<file path="src/rtl/onehot_prepro_pkg.sv">
// Shared types and helpers for the sliced one-hot operand preprocessor.
package onehot_prepro_pkg;

  typedef enum logic [1:0] {
    IDLE = 2'd0,
    SCAN = 2'd1,
    DONE = 2'd2
  } state_t;

  // Popcount saturates here: only 0, 1 and "more than one" matter.
  localparam int CNT_SAT = 2;

  function automatic int clog2(input int value);
    int r;
    int v;
    r = 0;
    v = value - 1;
    while (v > 0) begin
      r = r + 1;
      v = v >> 1;
    end
    return r;
  endfunction

endpackage

</file>
<file path="src/rtl/prepro_chunk_scan.sv">
// Combinational slice scanner: saturated popcount (0/1/2) and lowest set-bit position.
module prepro_chunk_scan
  import onehot_prepro_pkg::*;
#(
  parameter int CHUNK = 8,
  localparam int LW = (CHUNK > 1) ? clog2(CHUNK) : 1
) (
  input  logic [CHUNK-1:0] slice,
  output logic [1:0]       sat_cnt,
  output logic [LW-1:0]    local_idx
);

  // A slice holds at most CHUNK ones, so this sum cannot overflow.
  localparam int SW = clog2(CHUNK + 1);

  logic [SW-1:0] ones;

  always_comb begin
    ones      = '0;
    local_idx = '0;
    for (int i = CHUNK - 1; i >= 0; i--) begin
      ones = ones + SW'(slice[i]);
      if (slice[i]) local_idx = LW'(i);
    end
    sat_cnt = (int'(ones) >= CNT_SAT) ? 2'(CNT_SAT) : 2'(ones);
  end

endmodule

</file>
<file path="src/rtl/onehot_prepro_seq.sv">
// Multi-cycle one-hot operand preprocessor: scans WIDTH/CHUNK slices LSB first,
// fixed latency N+1 from the accepting edge, start ignored while busy or done.
module onehot_prepro_seq
  import onehot_prepro_pkg::*;
#(
  parameter int WIDTH = 32,
  parameter int CHUNK = 8,
  localparam int IDXW = clog2(WIDTH)
) (
  input  logic             clk,
  input  logic             rst,
  input  logic             start,
  input  logic [WIDTH-1:0] b,
  output logic             busy,
  output logic             done,
  output logic [WIDTH-1:0] out,
  output logic             onehot,
  output logic             zero,
  output logic [IDXW-1:0]  index
);

  localparam int N  = WIDTH / CHUNK;
  localparam int KW = (N > 1) ? clog2(N) : 1;
  localparam int LW = (CHUNK > 1) ? clog2(CHUNK) : 1;

  state_t state, state_nxt;

  logic [WIDTH-1:0] op_q;
  logic [KW-1:0]    k;
  logic [1:0]       cnt;
  logic [IDXW-1:0]  idx_q;

  logic [CHUNK-1:0] slice;
  logic [1:0]       slice_cnt;
  logic [LW-1:0]    local_idx;
  logic             last;
  logic [2:0]       cnt_sum;
  logic [1:0]       cnt_nxt;
  logic [IDXW-1:0]  idx_nxt;

  assign slice = op_q[k*CHUNK +: CHUNK];
  assign last  = (int'(k) == N - 1);

  prepro_chunk_scan #(.CHUNK(CHUNK)) u_scan (
    .slice     (slice),
    .sat_cnt   (slice_cnt),
    .local_idx (local_idx)
  );

  // Only the first lone bit ever seen is a candidate; later bits make cnt >= 2 anyway.
  always_comb begin
    cnt_sum = {1'b0, cnt} + {1'b0, slice_cnt};
    cnt_nxt = (int'(cnt_sum) >= CNT_SAT) ? 2'(CNT_SAT) : cnt_sum[1:0];
    idx_nxt = idx_q;
    if (slice_cnt == 2'd1 && cnt == 2'd0)
      idx_nxt = IDXW'(int'(k) * CHUNK + int'(local_idx));
  end

  always_ff @(posedge clk or posedge rst) begin
    if (rst) state <= IDLE;
    else     state <= state_nxt;
  end

  always_comb begin
    state_nxt = state;
    case (state)
      IDLE:    if (start) state_nxt = SCAN;
      SCAN:    if (last)  state_nxt = DONE;
      DONE:    state_nxt = IDLE;
      default: state_nxt = IDLE;
    endcase
  end

  always_comb begin
    busy = (state == SCAN);
    done = (state == DONE);
  end

  // Results load on the edge entering DONE and hold until the next completion.
  always_ff @(posedge clk or posedge rst) begin
    if (rst) begin
      op_q   <= '0;
      k      <= '0;
      cnt    <= '0;
      idx_q  <= '0;
      out    <= '0;
      onehot <= 1'b0;
      zero   <= 1'b0;
      index  <= '0;
    end else begin
      case (state)
        IDLE: begin
          if (start) begin
            op_q  <= b;
            k     <= '0;
            cnt   <= '0;
            idx_q <= '0;
          end
        end
        SCAN: begin
          cnt   <= cnt_nxt;
          idx_q <= idx_nxt;
          k     <= last ? '0 : k + 1'b1;
          if (last) begin
            out    <= (cnt_nxt <= 2'd1) ? op_q : '0;
            onehot <= (cnt_nxt == 2'd1);
            zero   <= (cnt_nxt == 2'd0);
            index  <= (cnt_nxt == 2'd1) ? idx_nxt : '0;
          end
        end
        default: ;
      endcase
    end
  end

endmodule

</file>
<file path="config.mk">
export PLATFORM = sky130hd
export DESIGN_NAME = onehot_prepro_seq
export DESIGN_NICKNAME = d
export VERILOG_FILES = /design/src/rtl/onehot_prepro_pkg.sv /design/src/rtl/prepro_chunk_scan.sv /design/src/rtl/onehot_prepro_seq.sv
export SDC_FILE = /design/constraint.sdc
export NUM_CORES = 1
export LEC_CHECK = 0
export CORE_ASPECT_RATIO = 1.25
export CORE_MARGIN = 2
export CORE_UTILIZATION = 51
export DETAILED_ROUTE_END_ITERATION = 8
export PLACE_DENSITY_LB_ADDON = 0.15
export SLEW_MARGIN = 10
export SYNTH_ARGS = -nofsm -noshare
export SYNTH_HDL_FRONTEND = slang
export SYNTH_SLANG_ARGS = --single-unit
</file>
<file path="constraint.sdc">
create_clock -name clk -period 7.2 [get_ports clk]
set_input_delay 2.16 -clock clk [delete_from_list [all_inputs] [get_ports clk]]
set_output_delay 2.16 -clock clk [all_outputs]
set_load 0.05 [all_outputs]
</file>
==> results of run 1 <==
-- layer usage --
layer,routed length (um),global-route usage [%],vias to the layer above
li1,-,-,1441
met1,3590,31.0,1440
met2,4590,40.8,83
met3,333,3.85,18
met4,228,10.2,0
met5,0,0,-
-- final cells by class --
class                           count  area share (%)
Inverter                           17            1.33
Timing Repair Buffer               78            16.1
Sequential cell                    82            42.8
Multi-Input combinational cell    282            33.0
Clock inverter                      5            1.67
Clock buffer                       10            2.66
Tap cell                           92            2.40
-- stage by stage --
step	setup slack (ps)	cells	util, %	hold slack, ps
2_1_floorplan	1540	404	-	456
3_3_place_gp	1410	551	62.7	464
3_5_place_dp	1260	551	62.7	471
4_1_cts	1210	566	65.5	490
5_1_grt	885	566	65.6	520
6_report	1250	566	65.6	481
-- worst min-delay path by stage --
stage,from,endpoint,slack [ps],cells after the start
floorplan,idx_q[1],idx_q[1],460,1
global placement,out[3],out[3],460,2
detailed placement,out[3],out[3],470,2
CTS,out[3],out[3],490,2
global route,out[1],out[1],520,2
finish,out[3],out[3],480,2
-- kinds of logic (layout without fill, tap and decap cells) --
| kind of cell | count (synthesis) | in the layout | share of synthesized area [%] |
|---|---|---|---|
| and+or+nand+nor | 201 | 201 | 21.2 |
| DFF | 82 | 82 | 54.0 |
| AOI/OAI and AO/OA | 56 | 56 | 9.09 |
| buffers and inverters | 40 | 110 | 4.48 |
| muxes | 13 | 13 | 6.29 |
| adders and majority gates | 12 | 12 | 4.94 |
-- worst register-to-register path: stages (launching register included) --
cell and delay [ps]:
dfrtp_1 740, mux4_1 670, inv_1 100, ha_1 230, inv_1 80, fa_1 420, fa_1 540, inv_1 50
fa_1 430, inv_1 80, fa_1 430, nor4bb_1 160, a32o_2 280, and2_1 170, ha_1 170, inv_1 80
fa_1 420, and2_1 180, nand2_1 80, nor2_1 80, a32o_1 290, a31o_1 180
-- registers in the layout (all words and copies together), names as in the netlist --
register,flops
idx_q,5
out,32
index,5
state,2
k,2
cnt,2
op_q,32
onehot,1
zero,1
-- layout by cell type (no fill, tap or decap), drive strengths merged, types with 3 or more instances in the layout --
master and n:
buf 3, clkdlybuf4s50 75, mux2i 4, nand3 5, fa 5, nor2b 3
and2 3, mux4 8, nand2b 3, clkbuf 10, dfrtp 82, nor2 11
ha 7, a32o 5, inv 17, nand2 173, o21ai 43
==> results.md, run 1 <==
* Multi-input logic area at around 1600 um2
* Unrepaired setup endpoints after global routing: no
* Final setup viols at 0
* Register area share after synthesis at 54.0%
* Hold Violations, Final at 0
* Antenna cell count at 0
* Worst-path clk slew at 80 ps
* Row count at 35
* DIE AREA at 8160 um2
* Total gr overflow at 0
* Clk_lat worst skew at 350 ps
* DPL Wire Length at 6200 um
* First-pass GRT wire length at roughly 15,000 um
* WL final at about 8700 um
* # DRC at 0
* Syn Nets at 451
* Post-synth EDFFs at 0
* Outcome: completed
* Yosys top cell area share at 54.0%
* Initial antenna violation count at 0
* Average routed wire per standard cell at 15.4 um
* Crit path required time at 7440 ps
* Worst Max-Slew Pin Slew at 1140 ps
* Synth Flop Type: dfrtp_1
* Cell Chain, Critical Path: mux4_1, inv_1, ha_1, inv_1, fa_1, fa_1, inv_1, fa_1, inv_1, fa_1, nor4bb_1, a32o_2, and2_1, ha_1, inv_1, fa_1, and2_1, nand2_1, nor2_1, a32o_1, a31o_1
* Worst flop-to-flop path startpoint: k[0]
* Hold Path Class: register to register
* Critical path data arrival time at just over 6000 ps
* Port bufs at 75
* CTS Buf Count at 9
* Via/cell ratio at approximately 5.3
* Sequential Area at 2050 um2
* Period minus WS final at a little under 6000 ps
* Fillers at 602
* Clock Tree Buf Depth at 2
* Fmax at about 0.17 GHz
* Io pins at 76
* Cell Area, Synth at 3800 um2
* Die H at 100 um
* H-tree level count at 3
* First-pass detailed-route iteration total at 4
* CP Depth at 21
* Worst Setup SP: k[0]
* Final worst path period share at just over 80%
* CP top delay family: adder cells
* Netlist cell types at 36
* Crit Path Category: register to register
* Starting Density at 51.9%
* GRT Total Usage at 24.3%
* CP Launch Type: register
* Slew Limit Fails at 0
* Top area cells in the synthesized netlist: dfrtp_1 54%, nand2_1 17%, o21ai_0 5.1%
* Post-route ant nets at 0
* Crit path capture: index[0]
* DR vias at slightly below 3,000
* Dpl cell area at 4580 um2
* Final net count at 517
* Endpoint class of the critical path: register
* Max FO, Critical Path at 16
* Core box area at 7310 um2
* Ys async rst share at 100%
* Die Wd at 81.2 um
* Slew headroom at 24.0%
* Critical path's slowest cell: dfrtp_1
* Leading area contributor after synthesis: dfrtp_1
* Worst reg2reg setup slack at roughly 1300 ps
* Largest net degree at the start of global routing at 75
* Clk_skew at 9.83 ps
* Avg Inst Size Synth at 9.40 um2
* CTS tree: built
* Synthesis-stage register bit count at 82
* CTS sink cnt at 82
* Setup repair bufs after CTS at 0
* Clock root cell: clkbuf_8
* Post-CTS Hold Fix Bufs at 0
* Max_cap viols at 0
* Share of cells above drive strength 1 at 6.96%
* Cells after Synth at 404
* Resize count post-CTS at 0
* Cell area after layout at 4790 um2
* Synth warn at 0
* Count leader, synth: nand2_1
* DRT iter0 DRCs at 147
* Layout area overhead at 26.3%
* Worst path max stage delay at about 740 ps
* CP Buf/Inv Count at 5
* Setup tns final at 0 ps
* Reg-to-reg endpoint: index[0]
* Worst reg2reg path depth at 21
* RD Place Congestion at 0.900
* Top cells by count, synth: 173 x nand2_1, 82 x dfrtp_1, 39 x o21ai_0
* Vias in the first global route at roughly 3,100
Power of run 1 is left out: the tool's default activity adds up to more than one toggle a clock period on the data nets, which glitch-free logic cannot reach.
==> run 2: changes to the inputs <==
==> constraint.sdc (replaced) <==
create_clock -name clk -period 6 [get_ports clk]
set_input_delay 1.8 -clock clk [delete_from_list [all_inputs] [get_ports clk]]
set_output_delay 1.8 -clock clk [all_outputs]
set_load 0.05 [all_outputs]
==> results.md, run 2 (synthesized netlist as in run 1, its figures left out) <==
* Worst reg2reg path depth at 21 (unchanged)
* First-pass GRT wire length at 14,700 um (was 14,900 um)
* Hold wc startpoint: out[3] (unchanged)
* Hold Path Class: register to register (unchanged)
* Layout area overhead at 26.0% (was 26.3%)
* Hold Violations, Final at 0 (unchanged)
* Average routed wire per standard cell at 15.3 um (was 15.4 um)
* Critical path data arrival time at 5850 ps (was 6190 ps)
* Endpoint class of the critical path: register (unchanged)
* Clock Tree Buf Depth at 2 (unchanged)
* Share of cells above drive strength 1 at 7.56% (was 6.96%)
* Via/cell ratio at 5.19 (was 5.27)
* Worst reg2reg setup slack at 390 ps (was 1250 ps)
* Max_cap viols at 0 (unchanged)
* Die H at 100 um (unchanged)
* CP Launch Type: register (unchanged)
* Die Wd at 81.2 um (unchanged)
* Period minus WS final at 5610 ps (was 5950 ps)
* Cell Chain, Critical Path: mux4_1, inv_1, ha_1, inv_1, fa_1, fa_1, inv_1, fa_1, inv_1, fa_1, nor4bb_1, a32o_2, and2_1, ha_1, inv_1, fa_1, and2_1, nand2_1, nor2_1, a32o_1, a31o_1 (unchanged)
* Max FO, Critical Path at 14 (was 16)
* Slew Limit Fails at 0 (unchanged)
* CTS Buf Count at 9 (unchanged)
* Clk_lat worst skew at 350 ps (about the same)
* GRT Total Usage at 24.5% (was 24.3%)
* Sequential Area at 2050 um2 (unchanged)
* Most common cell after layout, fill and taps aside: nand2_1 (unchanged)
* DR vias at 2,950 (was 2,982)
* Crit Path Category: register to register (unchanged)
* Worst-path clk slew at 80 ps (about the same)
* DIE AREA at 8160 um2 (unchanged)
* Port bufs at 75 (unchanged)
* Starting Density at 51.9% (unchanged)
* CTS tree: built (unchanged)
* Commonest non-fill, non-tap cells in the layout: 172 x nand2_1, 82 x dfrtp_1, 75 x clkdlybuf4s50_1 (unchanged)
* RD Place Congestion at 0.929 (was 0.900)
* Worst flop-to-flop path startpoint: k[1] (was k[0])
* Crit path capture: index[0] (unchanged)
* Core box area at 7310 um2 (unchanged)
* First-pass detailed-route iteration total at 4 (unchanged)
* DPL Wire Length at 6340 um (was 6200 um)
* Largest net degree at the start of global routing at 75 (unchanged)
* Post-route ant nets at 0 (unchanged)
* Post-CTS Hold Fix Bufs at 0 (unchanged)
* Setup repair bufs after CTS at 0 (unchanged)
* Resize count post-CTS at 0 (unchanged)
* Clock root cell: clkbuf_8 (unchanged)
* DRT iter0 DRCs at 161 (was 147)
* Final worst path period share at 93.5% (was 82.6%)
* Worst Setup SP: k[1] (was k[0])
* Outcome: completed (unchanged)
* Setup tns final at 0 ps (unchanged)
* Worst path max stage delay at 690 ps (was 740 ps)
* Worst Max-Slew Pin Slew at 851 ps (was 1140 ps)
* Reg-to-reg endpoint: index[0] (unchanged)
* # DRC at 0 (unchanged)
* Io pins at 76 (unchanged)
* CTS sink cnt at 82 (unchanged)
* Initial antenna violation count at 0 (unchanged)
* Multi-input logic area at 1580 um2 (unchanged)
* Row count at 35 (unchanged)
* Total gr overflow at 0 (unchanged)
* Clk_skew at 7.56 ps (was 9.83 ps)
* WL final at 8720 um (was 8740 um)
* Antenna cell count at 0 (unchanged)
* Slew headroom at 43.2% (was 24.0%)
* Fillers at 618 (was 602)
* H-tree level count at 3 (unchanged)
* Unrepaired setup endpoints after global routing: no (unchanged)
* Critical path's slowest cell: dfrtp_1 (unchanged)
* Crit path required time at 6240 ps (was 7440 ps)
* Fmax at 0.178 GHz (was 0.168 GHz)
* Vias in the first global route at 3,012 (was 3,124)
* Final setup viols at 0 (unchanged)
* Biggest regs: op_q: 32 flops, out: 32 flops (unchanged)
* Final net count at 519 (was 517)
==> run 2: cell count changes in the layout (fill, tap and decap cells not counted), sizes merged <==
cell	previous run	this run
clkinv	1	5
buf	3	5
clkinvlp	2	0
bufinv	2	1
clkbuf	10	9
==> run 2: per-layer routing <==
layer / global-route usage [%] / vias up / wire length, um / part of all wire [%]
met5: 0 / - / 0 / 0
met4: 10.2 / 0 / 249 / 2.9
met3: 6.00 / 19 / 308 / 3.5
met2: 39.8 / 66 / 4480 / 51
met1: 31.3 / 1415 / 3690 / 42
li1: - / 1450 / - / -
==> run 2: worst max-delay path, delay by kind of cell, from the launching register on <==
kind	cells	cell delay, ps
fa+ha+maj	7	2620
flops	1	690
mux	1	430
simple gates	5	640
buf+inv	5	370
compound gates	3	740
==> run 2: worst min path at each step <==
stage / to / slack, ps / cells past startpoint
finish: out[3] / 480 / 2
global route: out[3] / 510 / 2
CTS: out[8] / 490 / 2
detailed placement: out[3] / 470 / 2
global placement: index[4] / 460 / 2
floorplan: idx_q[1] / 460 / 1
==> run 2: metrics by stage <==
step                      setup slack (ps)  cell area (um2)  std cells  utilization [%]  hold slack [ps]
after detailed placement               395             4600        553             62.9              471
after floorplan                        341             3800        404                -              456
after global routing                  17.5             4780        568             65.4              509
final                                  390             4780        568             65.4              482
after global placement                 514             4600        553             62.9              464
after CTS                              363             4780        568             65.4              489
==> run 2: area by class of cell <==
cell class / instances / area share (%)
flip-flops and latches: 82 / 42.9
multi-input cells: 282 / 33.1
repair buffers: 80 / 16.5
clock buffers: 9 / 2.59
well taps: 92 / 2.41
inverters: 17 / 1.33
clock inverters: 6 / 1.23
Power of run 2 is left out for the same reason.
